==> src/rtl/tmiw_audio_pkg.sv <==
// rtl/tmiw_audio_pkg.sv - shared PCM sample type and saturation helper for the audio path
package tmiw_audio_pkg;

  localparam int PCM_W     = 16;
  localparam int CIC_ORDER = 3;

  typedef logic signed [PCM_W-1:0] pcm_t;

  localparam logic signed [31:0] PCM_MAX = 32'sd32767;
  localparam logic signed [31:0] PCM_MIN = -32'sd32768;

  function automatic pcm_t sat_pcm(input logic signed [31:0] v);
    if (v > PCM_MAX) begin
      return PCM_MAX[PCM_W-1:0];
    end else if (v < PCM_MIN) begin
      return PCM_MIN[PCM_W-1:0];
    end else begin
      return v[PCM_W-1:0];
    end
  endfunction

endpackage

==> src/rtl/cic3_decim_core.sv <==
// rtl/cic3_decim_core.sv - 3rd-order CIC decimator core, one input bit per strobe
module cic3_decim_core
  import tmiw_audio_pkg::*;
#(
  parameter int DECIM_LOG2 = 6
) (
  input  logic                          clk,
  input  logic                          rst_n,
  input  logic                          strobe,
  input  logic                          pdm_bit,
  output logic signed [3*DECIM_LOG2+1:0] y,
  output logic                          dump_pulse
);

  localparam int W = 3*DECIM_LOG2 + 2;

  logic signed [W-1:0] x;
  logic signed [W-1:0] i1, i2, i3, i3_upd;
  logic signed [W-1:0] d1, d2, d3;
  logic signed [W-1:0] c1, c2, c3;
  logic [DECIM_LOG2-1:0] dec_cnt;

  assign x = pdm_bit ? W'(1) : {W{1'b1}};

  // Combs see I3 as it will be after this strobe's update.
  assign i3_upd = i3 + i2;
  assign c1     = i3_upd - d1;
  assign c2     = c1 - d2;
  assign c3     = c2 - d3;

  assign dump_pulse = strobe && (&dec_cnt);
  assign y          = c3;

  always_ff @(posedge clk or negedge rst_n) begin
    if (!rst_n) begin
      i1      <= '0;
      i2      <= '0;
      i3      <= '0;
      d1      <= '0;
      d2      <= '0;
      d3      <= '0;
      dec_cnt <= '0;
    end else if (strobe) begin
      i1      <= i1 + x;
      i2      <= i2 + i1;
      i3      <= i3_upd;
      dec_cnt <= dec_cnt + 1'b1;
      if (&dec_cnt) begin
        d1 <= i3_upd;
        d2 <= c1;
        d3 <= c2;
      end
    end
  end

endmodule

==> src/rtl/pdm_to_pcm_decimator.sv <==
// rtl/pdm_to_pcm_decimator.sv - PDM bit clock, input sync, CIC decimation and PCM valid/ready output
module pdm_to_pcm_decimator
  import tmiw_audio_pkg::*;
#(
  parameter int CLK_DIV    = 4,
  parameter int DECIM_LOG2 = 6
) (
  input  logic        clk,
  input  logic        rst_n,
  input  logic        en,
  input  logic        pdm_in,
  output logic        pdm_clk,
  output logic [15:0] pcm,
  output logic        pcm_valid,
  input  logic        pcm_ready,
  output logic        overrun,
  input  logic        clr_overrun
);

  localparam int DIV_W = $clog2(CLK_DIV);
  localparam int W     = 3*DECIM_LOG2 + 2;
  localparam int SHIFT = 3*DECIM_LOG2 - 15;
  localparam logic [DIV_W-1:0] HALF_LAST = DIV_W'(CLK_DIV/2 - 1);
  localparam logic [DIV_W-1:0] DIV_LAST  = DIV_W'(CLK_DIV - 1);

  logic [DIV_W-1:0]    div_cnt;
  logic [1:0]          sync;
  logic                strobe;
  logic                dump;
  logic signed [W-1:0] y;
  logic signed [W-1:0] y_shifted;
  logic signed [31:0]  y_ext;
  pcm_t                pcm_next;
  pcm_t                pcm_q;
  logic                pcm_valid_q;
  logic                overrun_q;

  always_ff @(posedge clk or negedge rst_n) begin
    if (!rst_n) begin
      div_cnt <= '0;
      sync    <= '0;
    end else if (en) begin
      div_cnt <= (div_cnt == DIV_LAST) ? '0 : div_cnt + 1'b1;
      sync    <= {sync[0], pdm_in};
    end
  end

  // Gated by rst_n so the pin reads low during reset even though the count is 0.
  assign pdm_clk = rst_n && en && (div_cnt <= HALF_LAST);
  assign strobe  = en && (div_cnt == HALF_LAST);

  cic3_decim_core #(
    .DECIM_LOG2(DECIM_LOG2)
  ) u_cic (
    .clk        (clk),
    .rst_n      (rst_n),
    .strobe     (strobe),
    .pdm_bit    (sync[1]),
    .y          (y),
    .dump_pulse (dump)
  );

  assign y_shifted = y >>> SHIFT;
  assign y_ext     = {{(32-W){y_shifted[W-1]}}, y_shifted};
  assign pcm_next  = sat_pcm(y_ext);

  always_ff @(posedge clk or negedge rst_n) begin
    if (!rst_n) begin
      pcm_q       <= '0;
      pcm_valid_q <= 1'b0;
      overrun_q   <= 1'b0;
    end else begin
      if (dump) begin
        pcm_q       <= pcm_next;
        pcm_valid_q <= 1'b1;
      end else if (pcm_ready) begin
        pcm_valid_q <= 1'b0;
      end
      if (dump && pcm_valid_q && !pcm_ready) begin
        overrun_q <= 1'b1;
      end else if (clr_overrun) begin
        overrun_q <= 1'b0;
      end
    end
  end

  assign pcm       = pcm_q;
  assign pcm_valid = pcm_valid_q;
  assign overrun   = overrun_q;

endmodule

==> config.mk <==
export PLATFORM = sky130hd
export DESIGN_NAME = pdm_to_pcm_decimator
export DESIGN_NICKNAME = d
export VERILOG_FILES = /design/src/rtl/tmiw_audio_pkg.sv /design/src/rtl/cic3_decim_core.sv /design/src/rtl/pdm_to_pcm_decimator.sv
export SDC_FILE = /design/constraint.sdc
export NUM_CORES = 1
export LEC_CHECK = 0
export BUFFER_PORTS_ARGS = -buffer_cell sky130_fd_sc_hd__buf_2
export CAP_MARGIN = 20
export CORE_MARGIN = 1.5
export CORE_UTILIZATION = 58
export DETAILED_ROUTE_END_ITERATION = 8
export PLACE_DENSITY = 0.76
export SYNTH_ARGS = -nofsm -noshare
export SYNTH_HDL_FRONTEND = slang
export SYNTH_SLANG_ARGS = --single-unit
==> constraint.sdc <==
create_clock -name clk -period 6.8 [get_ports clk]
set_clock_uncertainty 0.1 [all_clocks]
set_input_delay 0.68 -clock clk [delete_from_list [all_inputs] [get_ports clk]]
set_output_delay 0.68 -clock clk [all_outputs]
set_load 0.02 [all_outputs]
* Word-level counts from Yosys, hierarchy flattened
Cells that the tools add are included.
** Storage, ports and cells
- Bits in registers :: 148
- Input port bits :: 6
- Output and inout bits :: 19
- Logic and storage cells :: 44
** Cells by class
- Add/sub/neg operators :: 8
- $lt $le $gt $ge :: 3
- Eq/ne operators :: 2
- Mux-type cells :: 8
- Reduce and logical (&&, ||, !) cells :: 11
** Operators by type and width (count)
- $add A20 B20 Y20 :: 3
- $sub A20 B20 Y20 :: 3
- $mux W16 :: 2
- $mux W20 :: 1
- $gt A17 B16 Y1 const B :: 1
- $lt A17 B16 Y1 const B :: 1
- $reduce_and A7 Y1 :: 1
- $add A6 B1 Y6 const B :: 1
- $logic_and A1 B1 Y1 :: 6
- $reduce_and A6 Y1 :: 1
- $mux W1 :: 4
- $reduce_bool A2 Y1 :: 2
- $add A2 B1 Y2 const B :: 1
- $eq A2 B1 Y1 const B :: 1
- $eq A2 B2 Y1 const B :: 1
- $le A2 B1 Y1 const B :: 1
- $mux W2 :: 1
- $logic_not A1 Y1 :: 1

* Longest topological paths before layout
Gate-level depths: netlist of the first run.
- Depth in word-level cells :: 7
- Mapped depth :: 35
- Gate-level depth less buffers :: 34

* Cells and area by module
Synthesis of the first run repeated with hierarchy kept, for this count alone.
** Second synthesis, totals
- Cell total of the unflattened synthesis :: 1111
- Area, all modules :: 10811.6 sq um
** By module, submodules not included
- cic3_decim_core :: instances 1, cells an instance 1004, area each 9781.9 sq um, seq. area each 3153.0 sq um
- pdm_to_pcm_decimator :: instances 1, cells an instance 107, area each 1029.7 sq um, seq. area each 550.5 sq um

* Worst setup path after synthesis of the first run
Ideal clock, no wire load.
- Path kind :: flip-flop to flip-flop
- Start point :: register u_cic.i2[0]
- End point :: register pcm_q[0] (netlist: pcm[0])
- Library setup time :: 0.127 ns
- Arrival :: 6.207 ns
- Setup slack :: 0.367 ns
- Cell stages (with the launch flop) :: 35
- Buffers on the path :: 1
- Clock period less this slack :: 6.433 ns
- Cells stage by stage :: dfrtp_1 > ha_1 > inv_1 > fa_1 > nor2b_1 > o21a_1 > o21ai_0 > a21o_1 > a21boi_0 > nor2_1 > xnor2_1 > ha_1 > a21oi_1 > o22a_1 > o21ai_0 > o21a_1 > nor2_1 > xnor2_1 > ha_1 > nand2_1 > or3_1 > a211oi_1 > nor2_1 > o21a_1 > o21ai_0 > xnor2_1 > ha_1 > nor2b_1 > nor2_1 > o21ai_0 > nor2_1 > or2_2 > nor3_2 > buf_4 > a221o_2
** Between the ends
- Longest elaborated chain between the ends :: 7
** Ends and longest elaborated chain
- start: declaration :: line cic3_decim_core.sv:18 : logic signed [W-1:0] i1, i2, i3, i3_upd;
- start signal: assignment :: line cic3_decim_core.sv:45 : i2 <= i2 + i1;
- $add A20 B20 Y20 * :: line cic3_decim_core.sv:26 : assign i3_upd = i3 + i2;
- net u_cic.i3_upd[8] :: line cic3_decim_core.sv:18
- $sub A20 B20 Y20 * :: line cic3_decim_core.sv:27 : assign c1 = i3_upd - d1;
- net u_cic.c1[11] :: line cic3_decim_core.sv:20 : logic signed [W-1:0] c1, c2, c3;
- $sub A20 B20 Y20 * :: line cic3_decim_core.sv:28 : assign c2 = c1 - d2;
- net u_cic.c2[17] :: line cic3_decim_core.sv:20
- $sub A20 B20 Y20 * :: line cic3_decim_core.sv:29 : assign c3 = c2 - d3;
- $lt A17 B16 Y1 :: line tmiw_audio_pkg.sv:15 : end else if (v < PCM_MIN) begin
- $mux W16 :: line tmiw_audio_pkg.sv:15
- $mux W16 * :: line tmiw_audio_pkg.sv:13 : if (v > PCM_MAX) begin
- end signal: assignment :: line pdm_to_pcm_decimator.sv:74 : pcm_q <= pcm_next;
- end: declaration :: line pdm_to_pcm_decimator.sv:34 : pcm_t pcm_q;
Mark *: on every way through the listed nets, which the timed path passes. The rest lies on a longest branch.
A chain may end at the register's enable or synchronous reset.

* Worst setup path after layout of the first run
- Start point :: register u_cic.i2[0]
- End point :: register pcm_q[13] (netlist: pcm[13])
The elaborated chain is that of the path after synthesis.

==> impl_metrics.toml, run 1 <==
[global_route]
first_global_vias = 7922
grt_max_degree = 100
grt.overflow.total = 0
grt.total_usage_pct = 22.4
grt_first_pass_wirelength_um = 34200
grt_antenna_before_repair = 0

[yosys]
seq_area_frac_synth_pct = 35.4
synth.avg_cell_area_um2 = 8.93
synth-seq-cells = 148
async_flop_share_pct = 100
synth_flop_cell = "sky130_fd_sc_hd__dfrtp_1"
postSynthNetCount = 1296
postSynthCellCount = 1170
ys_warn_count = 0
yosysTopAreaCell = "sky130_fd_sc_hd__dfrtp_1"
post_synth_instance_area_um2 = 10500
post-synth-top-area-fraction_pct = 35.4
post_synth_num_cell_types = 68
netlist_top_cells_area = "sky130_fd_sc_hd__dfrtp_1, sky130_fd_sc_hd__ha_1, sky130_fd_sc_hd__o21ai_0"
synth_edf_count = 0

[setup_path]
critical-path-slowest-cell = "sky130_fd_sc_hd__fa_2"
path_max_fanout = 7
r2r_slack_ns = 0.19
worstSetupStartpointType = "flop"
crit-reg2reg-launch = "u_cic.i2[0]"
highest_cell_delay_on_the_worst_timing_path_ns = 0.41
cp.required_ns = 7.01
setup.worst_path.end_class = "flop"
crit-reg2reg-capture = "pcm[13]"
critPathArrivalTime_ns = 6.81
crit_path_start = "u_cic.i2[0]"
rr_worst_depth = 35
criticalPathCategory = "flop to flop"

[outcome]
run_status = "finished, final reports clean"

[detailed_routing]
drc = 0
post_drt_via_cell_ratio = 5.54
antenna_left = 0
detail_route.iter0.violations = 353
dr_total_vias = 8198
wl_per_cell_um = 13.6
firstDrtPassIters = 5
routed_wl_um = 20100

[timing]
final.min_clock_period_ns = 6.61
worst_pin_slew_ns = 0.996
slew-limit-headroom_pct = 33.6
timing.hold.ws_ns = 0.226
totalNegativeSetupSlack_ns = 0
share_of_the_cycle_needed_by_the_critical_path_after_routing_pct = 97.2
slew_viol_final = 0
final-hold-violation-count = 0
rsz0062_at_grt = "true"
final-setup-viol-count = 0
achievable-frequency_ghz = 0.151

[cts]
cts.hold.buffers_added = 0
clk_pin_slew_ns = 0.06
clk-insertion-delay-late_ns = 0.42
cts_buffer_depth = 2
cts_made_buffers = 17
clock_tree.root_cell = "sky130_fd_sc_hd__clkbuf_16"
numClockSinks = 148
htree_levels = 4
tritoncts = "yes"

[layout]
fillerInstances = 1345
final_net_count = 1369
seq_area_um2 = 3700
synthesis_to_finish_area_growth_pct = 16.0
drive_gt1_share_pct = 16.6
num_antenna_cells = 0
multiInputGateArea_um2 = 6490

[min_path]
worst_min_path_class = "input pin to async pin"

[floorplan]
floorplan.core_area_um2 = 17500
fp.dieH_um = 137
num_rows = 48
pin_count = 25
initial_core_util_pct = 59.8
die-area_um2 = 18800
die_width_um = 137

[placed_design]
portBuffers = 24
final_replace_weighted_congestion = 0.821
detailed_place_hpwl_um = 14000

[run]
drv_cap = 0
per-stage QoR:
step | area [um2] | worst slack [ns] | util, % | instances
6_report | 12100 | 0.192 | 69.4 | 1480
5_1_grt | 12100 | -0.203 | 69.4 | 1480
4_1_cts | 11800 | 0.00651 | 67.3 | 1464
3_5_place_dp | 11000 | -0.248 | 63.2 | 1427
3_3_place_gp | 11000 | -0.0780 | 63.2 | 1427
2_1_floorplan | 10500 | 0.367 | - | 1170
cell usage in the layout, fill, tap and decap left out, drive strengths merged, types with 20 or more instances in the layout:
| cell | n |
|---|---|
| a21oi | 75 |
| ha | 115 |
| xor2 | 34 |
| dfrtp | 148 |
| inv | 100 |
| o21ai | 133 |
| nor2 | 49 |
| o21a | 20 |
| xnor2 | 66 |
| buf | 83 |
| nand2 | 164 |
| clkbuf | 20 |
flip-flops by register name, summed over array words and instances (netlist names):
signal         count
u_cic.d2          20
u_cic.i2          20
u_cic.i3          20
div_cnt            2
u_cic.dec_cnt      6
sync               2
pcm_valid          1
u_cic.d3          20
pcm               16
overrun            1
u_cic.d1          20
u_cic.i1          20
repair_timing:
| action | 4_1_cts | 5_1_grt |
|---|---|---|
| gates resized for setup | 5 | 64 |
| buffers inserted | 6 | 15 |
| pin swaps | 4 | 49 |
| cloned | 0 | 1 |
| endpoints found under the setup margin | 14 | 16 |
critical path, delay by kind of cell, from the launching register on:
kind                       cells  cell delay [ns]
DFF                            1             0.35
AOI/OAI and AO/OA             17             2.71
adders and majority gates      5             1.57
buffers and inverters          5             0.61
xor gates and xnor gates       3             0.55
and+or+nand+nor                5             0.59
synthesized netlist by cell type, types with 3 or more instances:
| library cell | instances |
|---|---|
| sky130_fd_sc_hd__or3_1 | 7 |
| sky130_fd_sc_hd__and3_1 | 10 |
| sky130_fd_sc_hd__or2_2 | 4 |
| sky130_fd_sc_hd__o21bai_1 | 14 |
| sky130_fd_sc_hd__o22ai_1 | 3 |
| sky130_fd_sc_hd__nor2b_1 | 18 |
| sky130_fd_sc_hd__a221o_2 | 11 |
| sky130_fd_sc_hd__o21a_1 | 19 |
| sky130_fd_sc_hd__a21oi_1 | 74 |
| sky130_fd_sc_hd__and2_1 | 5 |
| sky130_fd_sc_hd__o21ai_0 | 131 |
| sky130_fd_sc_hd__a31oi_1 | 8 |
| sky130_fd_sc_hd__a21o_1 | 14 |
| sky130_fd_sc_hd__dfrtp_1 | 148 |
| sky130_fd_sc_hd__o41ai_1 | 3 |
| sky130_fd_sc_hd__nand2_1 | 164 |
| sky130_fd_sc_hd__nor2_1 | 49 |
| sky130_fd_sc_hd__mux2_2 | 16 |
| sky130_fd_sc_hd__fa_1 | 5 |
| sky130_fd_sc_hd__nand2b_1 | 13 |
| sky130_fd_sc_hd__nand3_1 | 18 |
| sky130_fd_sc_hd__nor3_1 | 14 |
| sky130_fd_sc_hd__mux2i_1 | 3 |
| sky130_fd_sc_hd__xnor2_1 | 64 |
| sky130_fd_sc_hd__a22o_1 | 3 |
| sky130_fd_sc_hd__clkbuf_1 | 25 |
| sky130_fd_sc_hd__nor3b_1 | 4 |
| sky130_fd_sc_hd__o211ai_1 | 8 |
| sky130_fd_sc_hd__ha_1 | 115 |
| sky130_fd_sc_hd__a21boi_0 | 8 |
| sky130_fd_sc_hd__inv_1 | 100 |
| sky130_fd_sc_hd__o31ai_1 | 8 |
| sky130_fd_sc_hd__nand4_1 | 3 |
| sky130_fd_sc_hd__xor2_1 | 34 |
| sky130_fd_sc_hd__o2111ai_1 | 4 |
worst max path at each step:
| stage | endpoint |
|---|---|
| 2_1_floorplan | pcm[0] |
| 4_1_cts | pcm[2] |
| 3_5_place_dp | pcm[2] |
| 6_report | pcm[13] |
| 5_1_grt | pcm[13] |
| 3_3_place_gp | pcm[2] |
per-layer routing:
metal  up-vias  GRT usage [%]  share of wire [%]
li1       4240              -                  -
met1      3821           26.2                 45
met2       105           41.7                 51
met3        32           3.24                2.2
met4         0           7.49                1.7
met5         -              0                  0
area by class of cell:
class                   count  area share [%]
multi-input cells         892            53.5
flip-flops and latches    148            30.5
repair buffers             84            5.17
clock buffers              19            3.65
inverters                 100            3.10
well taps                 225            2.32
clock inverters            12            1.69
logic make-up after synthesis:
logic type	count (synthesis)	share of synthesized area, %
AO/OA/AOI/OAI	334	20.3
XOR/XNOR	101	8.87
adder cells (fa/ha/maj)	120	14.7
buffers and inverters	130	4.81
flip-flops	148	35.4
multiplexers	19	2.01
AND/OR/NAND/NOR	318	13.8
Power of run 1 is not shown: default switching activity piles up to over one toggle a cycle in this logic, so the estimate is an artifact.
==> run 2: changes to the inputs <==
Settings changed: CORE_UTILIZATION 58 to 30, PLACE_DENSITY 0.76 to 0.42.
Clock period 6.8 ns to 8.25 ns, I/O delays scaled along.
==> impl_metrics.toml, run 2 (synthesis results as in run 1) <==
[timing]
final-setup-viol-count = 0
achievable-frequency_ghz = 0.136
share_of_the_cycle_needed_by_the_critical_path_after_routing_pct = 89.3
worst_pin_slew_ns = 1.01
final-hold-violation-count = 0
rsz0062_at_grt = "false"
final.min_clock_period_ns = 7.36
totalNegativeSetupSlack_ns = 0
slew_viol_final = 0
slew-limit-headroom_pct = 32.7

[placed_design]
portBuffers = 24
detailed_place_hpwl_um = 15600
final_replace_weighted_congestion = 0.740

[setup_path]
setup.worst_path.end_class = "flop"
r2r_slack_ns = 0.89
critical-path-slowest-cell = "sky130_fd_sc_hd__fa_1"
crit-reg2reg-capture = "pcm[13]"
rr_worst_depth = 33
worstSetupStartpointType = "flop"
crit-reg2reg-launch = "u_cic.i2[0]"
path_max_fanout = 12
highest_cell_delay_on_the_worst_timing_path_ns = 0.39
cp.required_ns = 8.52
critPathArrivalTime_ns = 7.63
criticalPathCategory = "flop to flop"

[detailed_routing]
post_drt_via_cell_ratio = 4.61
detail_route.iter0.violations = 247
wl_per_cell_um = 12.6
firstDrtPassIters = 4
dr_total_vias = 7632
drc = 0
routed_wl_um = 20900
antenna_left = 0

[layout]
mostFrequentLayoutCells = "sky130_fd_sc_hd__nand2_1, sky130_fd_sc_hd__dfrtp_1, sky130_fd_sc_hd__o21ai_0"
num_antenna_cells = 0
final_net_count = 1315
mostFrequentLayoutCell = "sky130_fd_sc_hd__nand2_1"
fillerInstances = 3595
synthesis_to_finish_area_growth_pct = 12.1
drive_gt1_share_pct = 8.99

[floorplan]
floorplan.core_area_um2 = 34400
fp.dieH_um = 190
die_width_um = 190
pin_count = 25
die-area_um2 = 36000
num_rows = 68
initial_core_util_pct = 30.4

[global_route]
grt_first_pass_wirelength_um = 36900
grt.total_usage_pct = 12.6
grt_max_degree = 87
grt.overflow.total = 0
first_global_vias = 7627
grt_antenna_before_repair = 0

[cts]
cts_made_buffers = 17
cts_buffer_depth = 2
clk-insertion-delay-late_ns = 0.43
clk_pin_slew_ns = 0.07
clock_tree.root_cell = "sky130_fd_sc_hd__clkbuf_16"
numClockSinks = 148
tritoncts = "yes"
cts.hold.buffers_added = 0
htree_levels = 4

[outcome]
run_status = "finished, final reports clean"

[run]
drv_cap = 0

[min_path]
worst_min_path_class = "input pin to async pin"
[run 2: changes by cell type in the layout (fill, tap and decap cells not counted), sizes merged]
cell	change
buf	-53
bufinv	-1
clkbuf	+1
clkinv	+2
clkinvlp	-3
inv	+1
[run 2: worst max path at each step]
| stage | slack [ns] | endpoint | startpoint | cells past startpoint |
|---|---|---|---|---|
| final | 0.89 | pcm[13] | u_cic.i2[0] | 33 |
| after global routing | 0.19 | pcm[6] | u_cic.i2[0] | 32 |
| after CTS | 0.62 | pcm[13] | u_cic.i2[0] | 33 |
| after detailed placement | 0.66 | pcm[13] | u_cic.i2[0] | 33 |
| after global placement | 0.72 | pcm[1] | u_cic.i2[0] | 33 |
| after floorplan | 1.82 | pcm[0] | u_cic.i2[0] | 34 |
[run 2: per-layer routing]
| metal | track usage [%] | up-vias | share of wire, % |
|---|---|---|---|
| met3 | 2.29 | 20 | 2.0 |
| met2 | 20.9 | 66 | 45 |
| li1 | - | 4127 | - |
| met5 | 0 | - | 0 |
| met4 | 4.09 | 0 | 1.5 |
| met1 | 16.6 | 3419 | 52 |
[run 2: critical path: cells and delay by family (launching register included)]
kind / cells / cell delay (ns)
AO/OA/AOI/OAI: 13 / 2.52
XOR/XNOR: 3 / 0.55
adder cells (fa/ha/maj): 5 / 1.55
buffers and inverters: 1 / 0.06
flip-flops: 1 / 0.37
AND/OR/NAND/NOR: 11 / 2.11
[run 2: layout make-up]
type                    instances  area [um2]  area share, %
clock buffers                  21         460           3.93
clock inverters                11         175           1.50
inverters                     100         375           3.20
multi-input cells             892        6260           53.4
flip-flops and latches        148        3700           31.6
well taps                     455         569           4.86
repair buffers                 30         171           1.46
[run 2: timing repair]
item	4_1_cts	5_1_grt
resized for setup	0	1
buffers inserted	0	0
setup endpoints to repair	0	6
[run 2: per-stage QoR]
stage               std cells  worst slack, ns  utilization [%]  instance area (um2)  hold slack, ns
floorplan                1170             1.82                -                10500           0.344
global placement         1625            0.718             32.2                11100           0.359
detailed placement       1625            0.655             32.2                11100           0.365
CTS                      1657            0.618             34.1                11700           0.245
global route             1657            0.189             34.1                11700           0.268
finish                   1657            0.886             34.1                11700           0.242
Power of run 2 is left out for the same reason.
==> run 3: changes to the inputs <==
Settings changed: ABC_AREA from default to 1.
==> impl_metrics.toml, run 3 <==
[timing]
slew_viol_final = 0
achievable-frequency_ghz = 0.140
worst_pin_slew_ns = 0.936
slew-limit-headroom_pct = 37.6
final-setup-viol-count = 0
final-hold-violation-count = 0
rsz0062_at_grt = "false"
totalNegativeSetupSlack_ns = 0
share_of_the_cycle_needed_by_the_critical_path_after_routing_pct = 86.4
final.min_clock_period_ns = 7.13

[yosys]
synth_flop_cell = "sky130_fd_sc_hd__dfrtp_1"
seq_area_frac_synth_pct = 33.4
synth.avg_cell_area_um2 = 7.65
async_flop_share_pct = 100
post-synth-top-area-fraction_pct = 33.4
ys_top_cells_by_count = "sky130_fd_sc_hd__nand2_1, sky130_fd_sc_hd__inv_1, sky130_fd_sc_hd__dfrtp_1"
postSynthCellCount = 1449
ys_warn_count = 0
post_synth_num_cell_types = 51
netlist_top_cells_area = "sky130_fd_sc_hd__dfrtp_1, sky130_fd_sc_hd__ha_1, sky130_fd_sc_hd__nand2_1"
postSynthNetCount = 1575
synth-seq-cells = 148
yosys.cell_count.top_type = "sky130_fd_sc_hd__nand2_1"
synth_edf_count = 0
yosysTopAreaCell = "sky130_fd_sc_hd__dfrtp_1"
post_synth_instance_area_um2 = 11100

[setup_path]
timing.critical_path.mode_cell = "sky130_fd_sc_hd__nand2_1"
setup.worst_path.end_class = "flop"
highest_cell_delay_on_the_worst_timing_path_ns = 0.38
critPathArrivalTime_ns = 7.35
crit-reg2reg-capture = "pcm[0]"
path_buf_inv = 7
criticalPathCategory = "flop to flop"
rr_worst_depth = 46
worstSetupStartpointType = "flop"
critical-path-slowest-cell = "sky130_fd_sc_hd__dfrtp_1"
crit-reg2reg-launch = "u_cic.i2[0]"
r2r_slack_ns = 1.12
path_max_fanout = 15
timing.critical_path.max_delay_family = "compound AO/OA/AOI/OAI gates"
cp.required_ns = 8.47

[detailed_routing]
firstDrtPassIters = 5
antenna_left = 0
post_drt_via_cell_ratio = 4.60
wl_per_cell_um = 13.4
detail_route.iter0.violations = 304
dr_total_vias = 8972
drc = 0
routed_wl_um = 26100

[global_route]
first_global_vias = 9168
grt.overflow.total = 0
grt_max_degree = 87
grt_first_pass_wirelength_um = 44800
grt.total_usage_pct = 14.6
grt_antenna_before_repair = 0

[cts]
clk-insertion-delay-late_ns = 0.43
clk_pin_slew_ns = 0.07
cts_made_buffers = 17
tritoncts = "yes"
htree_levels = 4
numClockSinks = 148
clock_tree.root_cell = "sky130_fd_sc_hd__clkbuf_16"
cts.hold.buffers_added = 0
post-cts-setup-buffer-count = 0
cts_buffer_depth = 2

[outcome]
run_status = "finished, final reports clean"

[placed_design]
placed_cells_incl_taps = 1920
portBuffers = 24
placed_cell_area_um2 = 11700
final_replace_weighted_congestion = 0.826
detailed_place_hpwl_um = 19900

[floorplan]
die_width_um = 195
initial_core_util_pct = 30.3
die-area_um2 = 38100
fp.dieH_um = 195
floorplan.core_area_um2 = 36500
num_rows = 70
pin_count = 25

[layout]
num_antenna_cells = 0
synthesis_to_finish_area_growth_pct = 11.5
layout.cells.non_filler = 1952
drive_gt1_share_pct = 8.02
fillerInstances = 3897
stdcell_area_um2 = 12400
mostFrequentLayoutCell = "sky130_fd_sc_hd__nand2_1"
final_net_count = 1597
mostFrequentLayoutCells = "sky130_fd_sc_hd__nand2_1, sky130_fd_sc_hd__inv_1, sky130_fd_sc_hd__dfrtp_1"

[min_path]
worst_min_path_class = "input pin to async pin"

[run]
drv_cap = 0
[run 3: cell count changes after synthesis, sizes merged, moves of 10 or more]
cell / change
o21ai: +19
and3: -10
mux2: -16
a21oi: +37
nand4: +13
nand3: +43
xor2: +20
xnor2: -22
a221o: -13
o21a: -18
nor2b: -18
nand2b: -13
nand2: +238
inv: +90
[run 3: cells by family after synthesis]
logic type,share of synthesized area [%]
AO/OA/AOI/OAI,15.8
buffers and inverters,7.81
AND/OR/NAND/NOR,21.3
XOR/XNOR,7.75
adder cells (fa/ha/maj),13.9
flip-flops,33.4
[run 3: repair_timing]
action,CTS,global route
resized for setup,0,3
endpoints found under the setup margin,0,15
hold endpoints to repair,0,0
[run 3: layout make-up]
type	count	area [um2]	area share, %
Clock buffer	20	457	3.70
Clock inverter	12	144	1.16
Inverter	192	723	5.85
Multi-Input combinational cell	1081	6550	53.0
Sequential cell	148	3700	30.0
Tap cell	468	586	4.74
Timing Repair Buffer	31	199	1.61
[run 3: worst max-delay path by stage]
| stage | startpoint | slack [ns] | to | depth (start not counted) |
|---|---|---|---|---|
| floorplan | u_cic.i2[0] | 1.83 | pcm[9] | 46 |
| CTS | u_cic.i2[0] | 0.87 | pcm[1] | 45 |
| global route | u_cic.i2[0] | 0.07 | pcm[1] | 45 |
| finish | u_cic.i2[0] | 1.12 | pcm[0] | 46 |
| global placement | u_cic.i2[0] | 1.12 | pcm[1] | 45 |
| detailed placement | u_cic.i2[0] | 0.90 | pcm[0] | 45 |
[run 3: per-stage QoR]
stage	setup WS (ns)	hold slack [ns]	utilization (%)
floorplan	1.83	0.342	-
global placement	1.12	0.360	32.1
detailed placement	0.904	0.360	32.2
CTS	0.869	0.183	33.8
global route	0.0695	0.187	33.8
finish	1.12	0.187	33.8
[run 3: routing by layer]
| layer | up-vias | GRT usage (%) | part of all wire [%] |
|---|---|---|---|
| li1 | 4823 | - | - |
| met1 | 4065 | 17.3 | 47 |
| met2 | 55 | 26.5 | 50 |
| met3 | 29 | 2.25 | 1.3 |
| met4 | 0 | 5.43 | 2.5 |
| met5 | - | 0 | 0 |
Power of run 3 is left out for the same reason.
